[config.mk]
export PLATFORM = sky130hd
export DESIGN_NAME = multicycle_control
export DESIGN_NICKNAME = d
export VERILOG_FILES = /design/src/rtl/multicycle_control.sv
export SDC_FILE = /design/constraint.sdc
export NUM_CORES = 1
export LEC_CHECK = 0
export ABC_AREA = 1
export BUFFER_PORTS_ARGS = -buffer_cell sky130_fd_sc_hd__clkbuf_2
export CORE_MARGIN = 2
export CORE_UTILIZATION = 45
export CTS_CLUSTER_DIAMETER = 150
export CTS_CLUSTER_SIZE = 8
export DETAILED_ROUTE_END_ITERATION = 16
export PLACE_DENSITY = 0.73
export RECOVER_POWER = 50
export SYNTH_ARGS = -nofsm -noshare
export SYNTH_HDL_FRONTEND = slang
export SYNTH_SLANG_ARGS = --single-unit
[constraint.sdc]
create_clock -name CLK -period 1.2 [get_ports CLK]
set_input_delay 0.06 -clock CLK [delete_from_list [all_inputs] [get_ports CLK]]
set_output_delay 0.06 -clock CLK [all_outputs]
set_load 0.1 [all_outputs]
[src/rtl/multicycle_control.sv]
// Multi-cycle LEGv8 control sequencer: FETCH/DECODE/EXEC/MEM/WB with imem/dmem handshakes.
// Optional macro ILLEGAL_OP_TRAP_EN: undefined opcodes halt instead of retiring as a NOP.
module multicycle_control #(
   parameter int OPW = 11
) (
   input  logic           CLK,
   input  logic           resetl,
   input  logic [OPW-1:0] opcode,
   input  logic           zero,
   input  logic           imem_ready,
   input  logic           dmem_ready,
   output logic           imem_req,
   output logic           dmem_req,
   output logic           irwrite,
   output logic           pcwrite,
   output logic           pcsrc,
   output logic           reg2loc,
   output logic           alusrc,
   output logic           mem2reg,
   output logic           regwrite,
   output logic           memread,
   output logic           memwrite,
   output logic [3:0]     aluop,
   output logic [2:0]     signop,
   output logic           retire,
   output logic           halted,
   output logic [2:0]     state_o
);

   typedef enum logic [2:0] {
      S_RST    = 3'd0,
      S_FETCH  = 3'd1,
      S_DECODE = 3'd2,
      S_EXEC   = 3'd3,
      S_MEM    = 3'd4,
      S_WB     = 3'd5,
      S_HALT   = 3'd6
   } state_e;

   typedef enum logic [3:0] {
      C_ILL, C_AND, C_ORR, C_ADD, C_SUB, C_ADDI, C_SUBI,
      C_MOVZ, C_B, C_CBZ, C_LDUR, C_STUR
   } op_class_e;

`ifdef ILLEGAL_OP_TRAP_EN
   localparam bit TrapEn = 1'b1;
`else
   localparam bit TrapEn = 1'b0;
`endif

   function automatic op_class_e classify(input logic [OPW-1:0] op);
      op_class_e c;
      casez (op)
         11'b10001010000: c = C_AND;
         11'b10101010000: c = C_ORR;
         11'b10001011000: c = C_ADD;
         11'b11001011000: c = C_SUB;
         11'b1001000100?: c = C_ADDI;
         11'b1101000100?: c = C_SUBI;
         11'b110100101??: c = C_MOVZ;
         11'b000101?????: c = C_B;
         11'b10110100???: c = C_CBZ;
         11'b11111000010: c = C_LDUR;
         11'b11111000000: c = C_STUR;
         default:         c = C_ILL;
      endcase
      return c;
   endfunction

   state_e         state_q, state_d;
   logic [OPW-1:0] op_q, op_d;
   op_class_e      op_cls, dec_cls;

   // The IR is only valid from DECODE on; DECODE itself must look at the live opcode.
   assign dec_cls = classify(opcode);
   assign op_cls  = classify(op_q);
   assign state_o = state_q;

   // NOTE: sequential state uses non-blocking assignments so all registers update together.
   always_ff @(posedge CLK or negedge resetl) begin
      if (!resetl) begin
         state_q <= S_RST;
         op_q    <= '0;
      end else begin
         state_q <= state_d;
         op_q    <= op_d;
      end
   end

   always_comb begin
      // NOTE: every output gets a default first, so no path through the case can infer a latch.
      state_d  = state_q;
      op_d     = op_q;
      imem_req = 1'b0;
      dmem_req = 1'b0;
      irwrite  = 1'b0;
      pcwrite  = 1'b0;
      pcsrc    = 1'b0;
      reg2loc  = 1'b0;
      alusrc   = 1'b0;
      mem2reg  = 1'b0;
      regwrite = 1'b0;
      memread  = 1'b0;
      memwrite = 1'b0;
      aluop    = 4'b0000;
      signop   = 3'b000;
      retire   = 1'b0;
      halted   = 1'b0;

      unique case (state_q)
         S_RST: state_d = S_FETCH;

         S_FETCH: begin
            imem_req = 1'b1;
            if (imem_ready) begin
               irwrite = 1'b1;
               state_d = S_DECODE;
            end
         end

         S_DECODE: begin
            op_d    = opcode;
            reg2loc = (dec_cls == C_CBZ) || (dec_cls == C_STUR);
            state_d = (TrapEn && dec_cls == C_ILL) ? S_HALT : S_EXEC;
         end

         S_EXEC: begin
            state_d = S_WB;
            unique case (op_cls)
               C_AND:  aluop = 4'b0000;
               C_ORR:  aluop = 4'b0001;
               C_ADD:  aluop = 4'b0010;
               C_SUB:  aluop = 4'b0110;
               C_ADDI: begin aluop = 4'b0010; alusrc = 1'b1; end
               C_SUBI: begin aluop = 4'b0110; alusrc = 1'b1; end
               C_MOVZ: begin aluop = 4'b0111; alusrc = 1'b1; signop = 3'b100; end
               C_LDUR, C_STUR: begin
                  aluop   = 4'b0010;
                  alusrc  = 1'b1;
                  signop  = 3'b001;
                  state_d = S_MEM;
               end
               C_B: begin
                  signop  = 3'b010;
                  pcwrite = 1'b1;
                  pcsrc   = 1'b1;
                  retire  = 1'b1;
                  state_d = S_FETCH;
               end
               C_CBZ: begin
                  aluop   = 4'b0111;
                  signop  = 3'b011;
                  pcwrite = 1'b1;
                  pcsrc   = zero;
                  retire  = 1'b1;
                  state_d = S_FETCH;
               end
               default: ;  // undefined opcode passes through as a NOP
            endcase
         end

         S_MEM: begin
            dmem_req = 1'b1;
            memread  = (op_cls == C_LDUR);
            memwrite = (op_cls == C_STUR);
            if (dmem_ready) begin
               if (op_cls == C_STUR) begin
                  pcwrite = 1'b1;
                  retire  = 1'b1;
                  state_d = S_FETCH;
               end else begin
                  state_d = S_WB;
               end
            end
         end

         S_WB: begin
            regwrite = (op_cls != C_ILL);
            mem2reg  = (op_cls == C_LDUR);
            pcwrite  = 1'b1;
            retire   = 1'b1;
            state_d  = S_FETCH;
         end

         S_HALT: halted = TrapEn;

         default: state_d = S_RST;
      endcase
   end

endmodule

==> impl_metrics.csv, run 1 <==
group,metric,value,unit
clocking,cts_buffers,3,
synth,netlist_top_cells_area,"dfrtp_1, nand2_1, nor2_1, inv_1, nand3_1",
die,io_pins,39,
outcome,haltStage,"4_1_cts",
die,die_w,55.88,um
synth,syn_area,1211,um^2
synth,syn_area_per_cell,6.148,um^2
synth,synth.distinct_cells,26,
synth,yosysTopAreaCell,"dfrtp_1",
place,place_congestion,0.9309,
die,num_rows,18,
clocking,cts-resized-gates,82,
synth,syn_inst,197,
place,dp_hpwl,3569,um
outcome,firstError,"[ERROR DPL-0038] Utilization greater than 100%, impossible to legalize",
place,dp_cells,298,
synth,yosysSeqAreaShare,0.2893,
clocking,ctsRootBufferMaster,"clkbuf_4",
synth,ys_seq_elements,14,
place,postPlaceCellArea,2193,um^2
clocking,clockBufferDepth,2,
place,portBuffers,36,
clocking,hold_buffers,1,
die,die_h,55.88,um
die,start_util,0.4802,
clocking,cts_sinks,14,
synth,yosysWarnings,0,
outcome,status,"did not finish",
clocking,post_cts_buffers,18,
clocking,htree_levels,1,
synth,netlist.area_leader.share,0.2893,
[kinds of logic after synthesis]
family                 synth area share
AO/OA/AOI/OAI                   0.09400
flip-flops                       0.2893
AND/OR/NAND/NOR                  0.4793
other                          0.003096
buffers and inverters            0.1343
[cell usage after synthesis]
cell and count:
conb_1 1, nand4_2 1, o21a_1 2, nor4_2 1
buf_2 1, nand3_1 13, a21oi_1 4, nor2_1 33
nand4_1 3, inv_2 9, nand2_2 5, clkbuf_1 1
nand3_2 2, nor3_4 1, nor3_1 5, dfrtp_1 14
buf_4 3, o311ai_1 1, o21ai_0 11, nor2_4 3
inv_1 26, o211ai_1 2, nor2_2 4, or2_1 1
and2_1 1, nand2_1 49
[per-stage QoR]
stage,hold slack [ns],TNS (ns),setup WS [ns],utilization
detailed placement,-0.02373,-7.178,-0.4789,0.8695
global placement,-0.03545,-6.170,-0.4331,0.8695
floorplan,-0.2356,-14.64,-1.126,-
==> inputs of run 2 (changes only) <==
CORE_AREA = 2 2 63 65   (was default)
CORE_MARGIN = default   (was 2)
CORE_UTILIZATION = default   (was 45)
CTS_CLUSTER_DIAMETER = default   (was 150)
CTS_CLUSTER_SIZE = default   (was 8)
DIE_AREA = 0 0 65 67   (was default)
PLACE_DENSITY = default   (was 0.73)
PLACE_DENSITY_LB_ADDON = 0.15   (was default)
clock period = 1.6 ns   (was 1.2 ns; I/O delays follow)
==> run 2 against run 1 <==
Net effect:
- the flow now finishes, with violations (setup timing)
- synthesized area is the same
- synthesized cell count stayed put
==> impl_metrics.csv, run 2 <==
group,metric,value,unit
setup_path,crit_path_end_kind,"output port",
hold_path,min_path_type,"input port to flip-flop",
synth,async_flop_share,1.000,
clocking,htree_levels,1,
sta,worst_pin_slew,0.7300,ns
setup_path,critPathLaunchType,"flip-flop",
final_layout,layout-drive-gt1-share,0.6250,
synth,netlist.area_leader.share,0.2893,
sta,fin_skew,0.0008875,ns
final_layout,layout_common_cells,"buf_4, nand2_1, nor2_4",
final_layout,diodes,0,
synth,yosysSeqAreaShare,0.2893,
clocking,cts_buffers,3,
die,fp.dieArea,4355,um^2
die,start_util,0.3359,
global_routing,antenna_found_initial,0,
route,viasPerCell,4.641,
sta,max-slew-margin-rel,0.5133,
setup_path,reg2reg_depth,9,
clocking,cts_tree,"done",
clocking,clockBufferDepth,2,
power,power.density,1710,nW/um^2
setup_path,worstPathRequired,1.52,ns
route,drt_iter0_drc,56,
die,coreArea,3606,um^2
sta,grt_setup_unrepaired,"yes",
hold_path,hold_depth,3,
place,portBuffers,36,
clocking,clock_latency,0.24,ns
route,antenna_left,0,
synth,synth.distinct_cells,26,
place,place_congestion,0.8949,
sta,max_freq,530.2,MHz
clocking,cts_sinks,14,
route,route.detailed.drc,0,
setup_path,path_max_fanout,4,
synth,syn_area,1211,um^2
sta,fin_ws,-0.2861,ns
synth,syn_area_per_cell,6.148,um^2
final_layout,n_fill_cell,306,
outcome,violations,"setup timing",
sta,setup_viol,16,
final_layout,largest_reg_flops,11,
synth,netlist_top_cells_area,"dfrtp_1, nand2_1, nor2_1, inv_1, nand3_1",
die,num_rows,22,
sta,slew_viol_final,0,
clocking,ctsRootBufferMaster,"clkbuf_8",
setup_path,arrival,1.81,ns
synth,yosysWarnings,0,
synth,synth-main-ff-cell,"dfrtp_1",
global_routing,grt_use_total,0.1825,
global_routing,grt_max_degree,21,
place,postPlaceCellArea,1989,um^2
synth,ys_seq_elements,14,
final_layout,fin_area,2391,um^2
outcome,status,"finished with violations",
route,finalWirelength,3720,um
sta,fin_hold_ws,0.05891,ns
global_routing,grt_pass1_vias,1444,
power,p_leak,1.145,nW
final_layout,nets,289,
power,vdd_drop_max,1931,uV
sta,finalCritPeriodShare,1.179,
global_routing,gr-total-overflow,0,
synth,synthMostInstantiatedCell,"nand2_1",
clocking,cts.clk_slew.worst_paths,0.06,ns
place,place_ws,-0.09370,ns
die,io_pins,39,
synth,syn_inst,197,
synth,yosysTopAreaCell,"dfrtp_1",
route,wl_per_cell,11.63,um
route,drt_pass1_iterations,4,
final_layout,layout_commonest_cell,"buf_4",
synth,synth-edff-count,0,
sta,finalSetupTns,-3.241,ns
place,dp_hpwl,2800,um
job,max_cap_violations,0,
sta,period_needed,1.886,ns
global_routing,grt_pass1_wl,6258,um
die,die_w,65,um
route,via_count,1485,
sta,final_hold_viol_count,0,
die,die_h,67,um
setup_path,worstSetupPathType,"flip-flop to output port",
synth,ys_top_cells_by_count,"nand2_1, nor2_1, inv_1",
final_layout,regMostFlops,"op_q",
final_layout,area_growth,97.42,%
## run 2: cell counts after synthesis
Identical to the previous run, type by type.
## run 2: worst paths after layout
kind / end / slack, ns / from
worst max-delay path: alusrc / -0.29 / op_q[5]
worst min-delay path: op_q[8] / 0.06 / opcode[8]
worst max register to register: state_o[2] / 0.07 / state_o[0]
worst min register to register: op_q[4] / 0.57 / op_q[4]
max in group asynchronous: state_o[0] / 0.65 / resetl
min in group asynchronous: op_q[3] / 0.41 / resetl
## run 2: routing by layer
metal	GRT usage	share of wire	vias up
met1	0.2316	0.43	680
li1	-	-	760
met4	0.06383	0.014	0
met5	0	0	-
met3	0.01182	0.030	6
met2	0.3260	0.53	39
## run 2: kinds of logic after synthesis
family / count (synthesis) / synth area share
and+or+nand+nor: 122 / 0.4793
buffers and inverters: 40 / 0.1343
AOI/OAI and AO/OA: 20 / 0.09400
DFF: 14 / 0.2893
other: 1 / 0.003096
## run 2: power by group
part / total [mW] / switching [mW] / internal [mW] / leakage (nW)
Sequential: 0.804 / 0.239 / 0.565 / 0.163
Clock: 0.338 / 0.120 / 0.218 / 0.0288
Combinational: 2.95 / 1.83 / 1.12 / 0.954
## run 2: critical path, stage by stage, from the launching register on
cell	delay (ns)
dfrtp_1	0.39
buf_4	0.15
nor2_2	0.13
nand4_1	0.22
nand3_2	0.16
nor2_4	0.05
nand2_1	0.06
nand2_2	0.08
nor2_4	0.14
buf_12	0.18
## run 2: what timing repair did
action	in CTS	in global routing
hold endpoints to repair	14	0
resized for setup	43	26
hold buffers	1	0
endpoints found under the setup margin	17	20
setup buffers	9	8
pin swaps	14	18
## run 2: final cells by class
cell class                      instances  area [um^2]  area share
Inverter                               35        153.9     0.06436
Timing Repair Buffer                   75        757.0      0.3166
Sequential cell                        14        366.6      0.1533
Multi-Input combinational cell        144        998.5      0.4176
Tap cell                               48        60.06     0.02512
Clock buffer                            4        55.05     0.02302
## run 2: per-stage QoR
stage / util / power (mW) / cells
after floorplan: - / 2.293 / 198
after global placement: 0.5517 / 3.047 / 300
after detailed placement: 0.5517 / 3.046 / 300
after CTS: 0.6228 / 3.754 / 313
after global routing: 0.6631 / 4.363 / 320
final: 0.6631 / 4.090 / 320
Power figures use the tool's default switching activity.
==> inputs of run 3 (changes only) <==
CAP_MARGIN = 20   (was default)
GPL_TIMING_DRIVEN = 0   (was default)
==> run 3 against run 2 <==
Net effect:
- highest routed layer unchanged
- the run still ends with setup timing left
- combinational power decreased by 2%
- core utilization is 0.62 points higher
- sequential cell count is the same
- hold slack lost 0.011 ns
- largest power group unchanged
- non-clock buffer count is 7 lower
==> impl_metrics.csv, run 3 (synthesis results as in run 2) <==
group,metric,value,unit
clocking,cts_buffers,3,
setup_path,reg2reg_depth,11,
final_layout,fin_cells,313,
sta,setup_viol,17,
sta,finalSetupTns,-4.331,ns
clocking,cts_tree,"done",
clocking,cts_sinks,14,
setup_path,worstSetupPathType,"flip-flop to output port",
setup_path,timing.rr.start,"state_o[2]",
setup_path,arrival,1.89,ns
final_layout,area_growth,99.28,%
die,die_w,65,um
sta,max-slew-margin-rel,0.5073,
hold_path,min_path_type,"input port to flip-flop",
final_layout,nets,282,
sta,period_needed,1.967,ns
final_layout,postLayoutCoreUtil,0.6693,
die,coreArea,3606,um^2
hold_path,hold_depth,3,
power,vdd_drop_max,1463,uV
global_routing,grt_pass1_wl,6610,um
die,fp.dieArea,4355,um^2
place,place_ws,-0.3582,ns
clocking,clock_latency,0.25,ns
setup_path,critPathMostFrequentCell,"nand2_1",
clocking,htree_levels,1,
route,drt_pass1_iterations,4,
sta,worst_pin_slew,0.7391,ns
die,num_rows,22,
route,finalWirelength,4339,um
setup_path,cp_cell_sequence,"inv_2 > nand2_2 > nor2_2 > nand2_1 > nand2_1 > nand2_1 > nand2_2 > nor2_4 > nor2_1 > nor2_4 > clkbuf_8",
setup_path,cp_num_buf_inv,2,
outcome,violations,"setup timing",
power,p_leak,1.138,nW
sta,grt_setup_unrepaired,"yes",
final_layout,diodes,0,
final_layout,regMostFlops,"op_q",
final_layout,fin_area,2414,um^2
place,dp_cells,282,
route,via_count,1508,
sta,fin_hold_ws,0.04841,ns
place,place_congestion,0.8319,
sta,final_hold_viol_count,0,
global_routing,grt_pass1_vias,1419,
setup_path,path_delay_family,"simple AND/OR/NAND/NOR gates",
outcome,status,"finished with violations",
die,io_pins,39,
hold_path,hp-start,"opcode[1]",
clocking,ctsRootBufferMaster,"clkbuf_8",
sta,fin_skew,0.005159,ns
setup_path,crit_path_end_kind,"output port",
global_routing,antenna_found_initial,0,
final_layout,layout-drive-gt1-share,0.6075,
setup_path,worstPathRequired,1.52,ns
clocking,clockBufferDepth,2,
final_layout,layout_commonest_cell,"nand2_1",
job,max_cap_violations,0,
global_routing,gr-total-overflow,0,
die,die_h,67,um
setup_path,r2r_slack,-0.03,ns
route,route.detailed.drc,0,
route,antenna_left,0,
place,portBuffers,36,
setup_path,critPathLaunchType,"flip-flop",
sta,fin_ws,-0.3667,ns
setup_path,path_max_fanout,3,
place,dp_hpwl,2630,um
place,postPlaceCellArea,1578,um^2
sta,finalCritPeriodShare,1.229,
global_routing,grt_use_total,0.1957,
route,drt_iter0_drc,58,
final_layout,largest_reg_flops,11,
die,start_util,0.3359,
route,wl_per_cell,13.86,um
clocking,cts.clk_slew.worst_paths,0.06,ns
setup_path,max_stage_delay,0.42,ns
setup_path,cp_slowest_cell,"dfrtp_1",
sta,max_freq,508.5,MHz
power,power.density,1655,nW/um^2
sta,slew_viol_final,0,
final_layout,layout_common_cells,"nand2_1, buf_4, nor2_4",
hold_path,hold-path-endpoint,"op_q[1]",
global_routing,grt_max_degree,15,
power,power,3.994,mW
route,viasPerCell,4.818,
setup_path,r2r-end,"state_o[0]",
run 3: cell count changes in the layout (fill, tap and decap cells not counted), moves of 2 or more:
cell / delta
buf_12: -14
buf_4: -11
buf_6: +3
clkbuf_1: +2
clkbuf_16: +12
inv_1: -2
inv_2: +2
nand2_2: +3
nand2_4: -5
nand2_8: +2
nand3_1: -2
nand3_4: +3
nor2_1: +3
nor2_2: -2
run 3: worst register-to-register path: cells and delay by family (launching register included):
kind / cells / cell delay [ns]
AOI/OAI and AO/OA: 2 / 0.15
buffers and inverters: 4 / 0.45
DFF: 1 / 0.50
and+or+nand+nor: 5 / 0.42
run 3: routing by layer:
metal / GRT usage / share of wire / routed length [um] / vias up
met5: 0 / 0 / 0 / -
met3: 0.01014 / 0.041 / 178 / 8
met4: 0.05585 / 0.021 / 90 / 0
met1: 0.2570 / 0.40 / 1731 / 703
met2: 0.3466 / 0.54 / 2338 / 49
li1: - / - / - / 748
run 3: how the worst max path moves through the flow:
stage	startpoint	end	slack [ns]	cells after the start
floorplan	op_q[6]	memread	-0.75	7
global placement	op_q[4]	retire	-0.36	9
detailed placement	op_q[4]	retire	-0.36	9
CTS	op_q[4]	retire	-0.28	9
global route	op_q[3]	pcsrc	-0.46	11
finish	op_q[1]	pcsrc	-0.37	11
run 3: power breakdown:
group	internal [mW]	switching (mW)	total, mW	leakage [nW]
combinational	1.03	1.86	2.89	0.953
clock	0.176	0.126	0.302	0.0228
sequential	0.565	0.238	0.803	0.163
run 3: layout make-up:
cell class,count,area (um^2)
flip-flops and latches,14,366.6
inverters,35,163.9
well taps,48,60.06
multi-input cells,144,1017
repair buffers,63,729.5
plain buffers,5,31.28
fillers,284,1192
clock buffers,4,45.04
run 3: timing repair:
item / 4_1_cts / 5_1_grt
hold buffers: 1 / 0
setup endpoints to repair: 18 / 18
pin swaps: 17 / 20
gates cloned: 0 / 0
gates resized for setup: 85 / 44
setup buffers: 13 / 13
hold endpoints to repair: 14 / 0
==> inputs of run 4 (changes only) <==
PLACE_DENSITY = 0.58   (was default)
PLACE_DENSITY_LB_ADDON = default   (was 0.15)
==> run 4 against run 3 <==
Net effect:
- the flow still finishes with violations (setup timing)
- via count decreased by 1.3%
- first-iteration DRC count unchanged
- hold slack improved by 0.013 ns
- clock power increased by 15%
- critical path depth increased by 2
- cell area increased by 0.83%
- core utilization increased by 0.56 points
- non-clock buffer count increased by 1
- largest power group unchanged
==> impl_metrics.csv, run 4 (synthesis results as in run 2) <==
group,metric,value,unit
global_routing,gr-total-overflow,0,
setup_path,crit_start,"op_q[4]",
final_layout,area_growth,100.9,%
clocking,clockBufferDepth,2,
sta,finalCritPeriodShare,1.239,
outcome,violations,"setup timing",
final_layout,fin_area,2434,um^2
sta,slew_viol_final,0,
global_routing,grt_max_degree,15,
setup_path,path_max_fanout,5,
setup_path,crit_path_end_kind,"output port",
power,vdd_drop_max,869.7,uV
setup_path,reg2reg_depth,6,
final_layout,postLayoutCoreUtil,0.6749,
clocking,htree_levels,1,
global_routing,grt_pass1_vias,1475,
global_routing,antenna_found_initial,0,
die,num_rows,22,
sta,max-slew-margin-rel,0.4713,
setup_path,worstSetupPathType,"flip-flop to output port",
sta,final_hold_viol_count,0,
sta,max_freq,504.6,MHz
route,route.detailed.drc,0,
final_layout,multi_input_area,1045,um^2
sta,period_needed,1.982,ns
setup_path,cp_cell_sequence,"buf_6 > nand2_4 > nor2_4 > buf_6 > nand3_2 > nand2_2 > inv_2 > nand2_2 > nor2_1 > nand2_1 > nand2_2 > clkinvlp_4 > clkbuf_16",
job,max_cap_violations,0,
setup_path,worstPathRequired,1.52,ns
route,drt_pass1_iterations,6,
setup_path,cp_num_buf_inv,5,
clocking,cts_tree,"done",
route,antenna_left,0,
clocking,ctsRootBufferMaster,"clkbuf_8",
die,die_w,65,um
final_layout,layout_commonest_cell,"nand2_1",
place,postPlaceCellArea,1578,um^2
final_layout,regMostFlops,"op_q",
die,start_util,0.3359,
place,place_ws,-0.3569,ns
outcome,status,"finished with violations",
setup_path,arrival,1.90,ns
setup_path,critPathMostFrequentCell,"nand2_2",
setup_path,r2r-end,"state_o[0]",
die,die_h,67,um
final_layout,largest_reg_flops,11,
clocking,clock_latency,0.25,ns
final_layout,layout_common_cells,"nand2_1, buf_4, nor2_4",
route,via_count,1489,
route,finalWirelength,4317,um
final_layout,n_fill_cell,289,
clocking,cts.clk_slew.worst_paths,0.06,ns
die,io_pins,39,
power,power.density,1619,nW/um^2
die,fp.dieArea,4355,um^2
place,portBuffers,36,
setup_path,critPathLaunchType,"flip-flop",
sta,setup_viol,15,
route,viasPerCell,4.742,
hold_path,hold-path-endpoint,"op_q[1]",
setup_path,path_delay_family,"simple AND/OR/NAND/NOR gates",
setup_path,max_stage_delay,0.42,ns
place,place_congestion,0.8791,
sta,worst_pin_slew,0.7930,ns
final_layout,diodes,0,
clocking,cts_buffers,3,
sta,grt_setup_unrepaired,"yes",
route,wl_per_cell,13.75,um
global_routing,grt_use_total,0.2006,
power,p_leak,1.160,nW
clocking,cts_sinks,14,
final_layout,seq_area,365.4,um^2
sta,fin_skew,0.004662,ns
hold_path,min_path_type,"input port to flip-flop",
place,dp_hpwl,2583,um
setup_path,cp_slowest_cell,"dfrtp_2",
die,coreArea,3606,um^2
setup_path,r2r_slack,0.17,ns
setup_path,timing.rr.start,"state_o[1]",
hold_path,hp-start,"opcode[1]",
final_layout,layout-drive-gt1-share,0.6203,
hold_path,hold_depth,3,
sta,fin_ws,-0.3818,ns
global_routing,grt_pass1_wl,6720,um
final_layout,nets,283,
route,drt_iter0_drc,58,
-- run 4: changes by cell type in the layout (fill, tap and decap cells not counted), moves of 3 or more --
cell     before  now
nand2_4       3    9
nor2_1       14   11
nand2_1      32   29
inv_1        14   17
nor2_4       18   21
-- run 4: metrics by stage --
step / total power [mW] / hold slack (ns) / TNS (ns) / instances
after floorplan: 2.293 / -0.2156 / -5.895 / 198
after global placement: 2.630 / 0.001703 / -3.772 / 282
after detailed placement: 2.626 / 0.009051 / -3.681 / 282
after CTS: 3.542 / 0.05878 / -3.499 / 303
after global routing: 4.178 / 0.08215 / -5.615 / 314
final: 3.939 / 0.06164 / -4.292 / 314
-- run 4: worst max path at each step --
stage / endpoint / slack (ns) / cells after the start
final: regwrite / -0.38 / 13
after global placement: retire / -0.35 / 9
after detailed placement: retire / -0.36 / 9
after floorplan: memread / -0.75 / 7
after global routing: pcsrc / -0.49 / 10
after CTS: retire / -0.29 / 9
-- run 4: routing by layer --
| layer | GRT usage | part of all wire | vias to the layer above |
|---|---|---|---|
| li1 | - | - | 749 |
| met1 | 0.2410 | 0.40 | 680 |
| met2 | 0.3544 | 0.52 | 45 |
| met3 | 0.03378 | 0.034 | 15 |
| met4 | 0.07979 | 0.037 | 0 |
| met5 | 0 | 0 | - |
-- run 4: cell type report --
cell class / instances / area share
clock buffer: 4 / 0.02262
buffer: 5 / 0.01285
timing repair buffer: 64 / 0.2992
sequential: 14 / 0.1501
multi-input combinational: 144 / 0.4293
inverter: 35 / 0.06118
tap: 48 / 0.02468
-- run 4: worst reg2reg max path: stages (launching register included) --
cell and delay (ns):
dfrtp_4 0.48, buf_4 0.17, o211ai_1 0.23, nand2_1 0.12, a21oi_1 0.18, o211ai_1 0.11
nand2_1 0.07
-- run 4: power by group --
part	internal [mW]	switching, mW
clock network	0.218	0.129
logic	0.976	1.85
registers	0.562	0.204
total	1.76	2.18
-- run 4: what timing repair did --
| action | CTS | global route |
|---|---|---|
| hold endpoints to repair | 14 | 0 |
| pin swaps | 20 | 22 |
| endpoints found under the setup margin | 18 | 18 |
| hold buffers | 1 | 0 |
| resized for setup | 89 | 38 |
| buffers inserted | 16 | 11 |
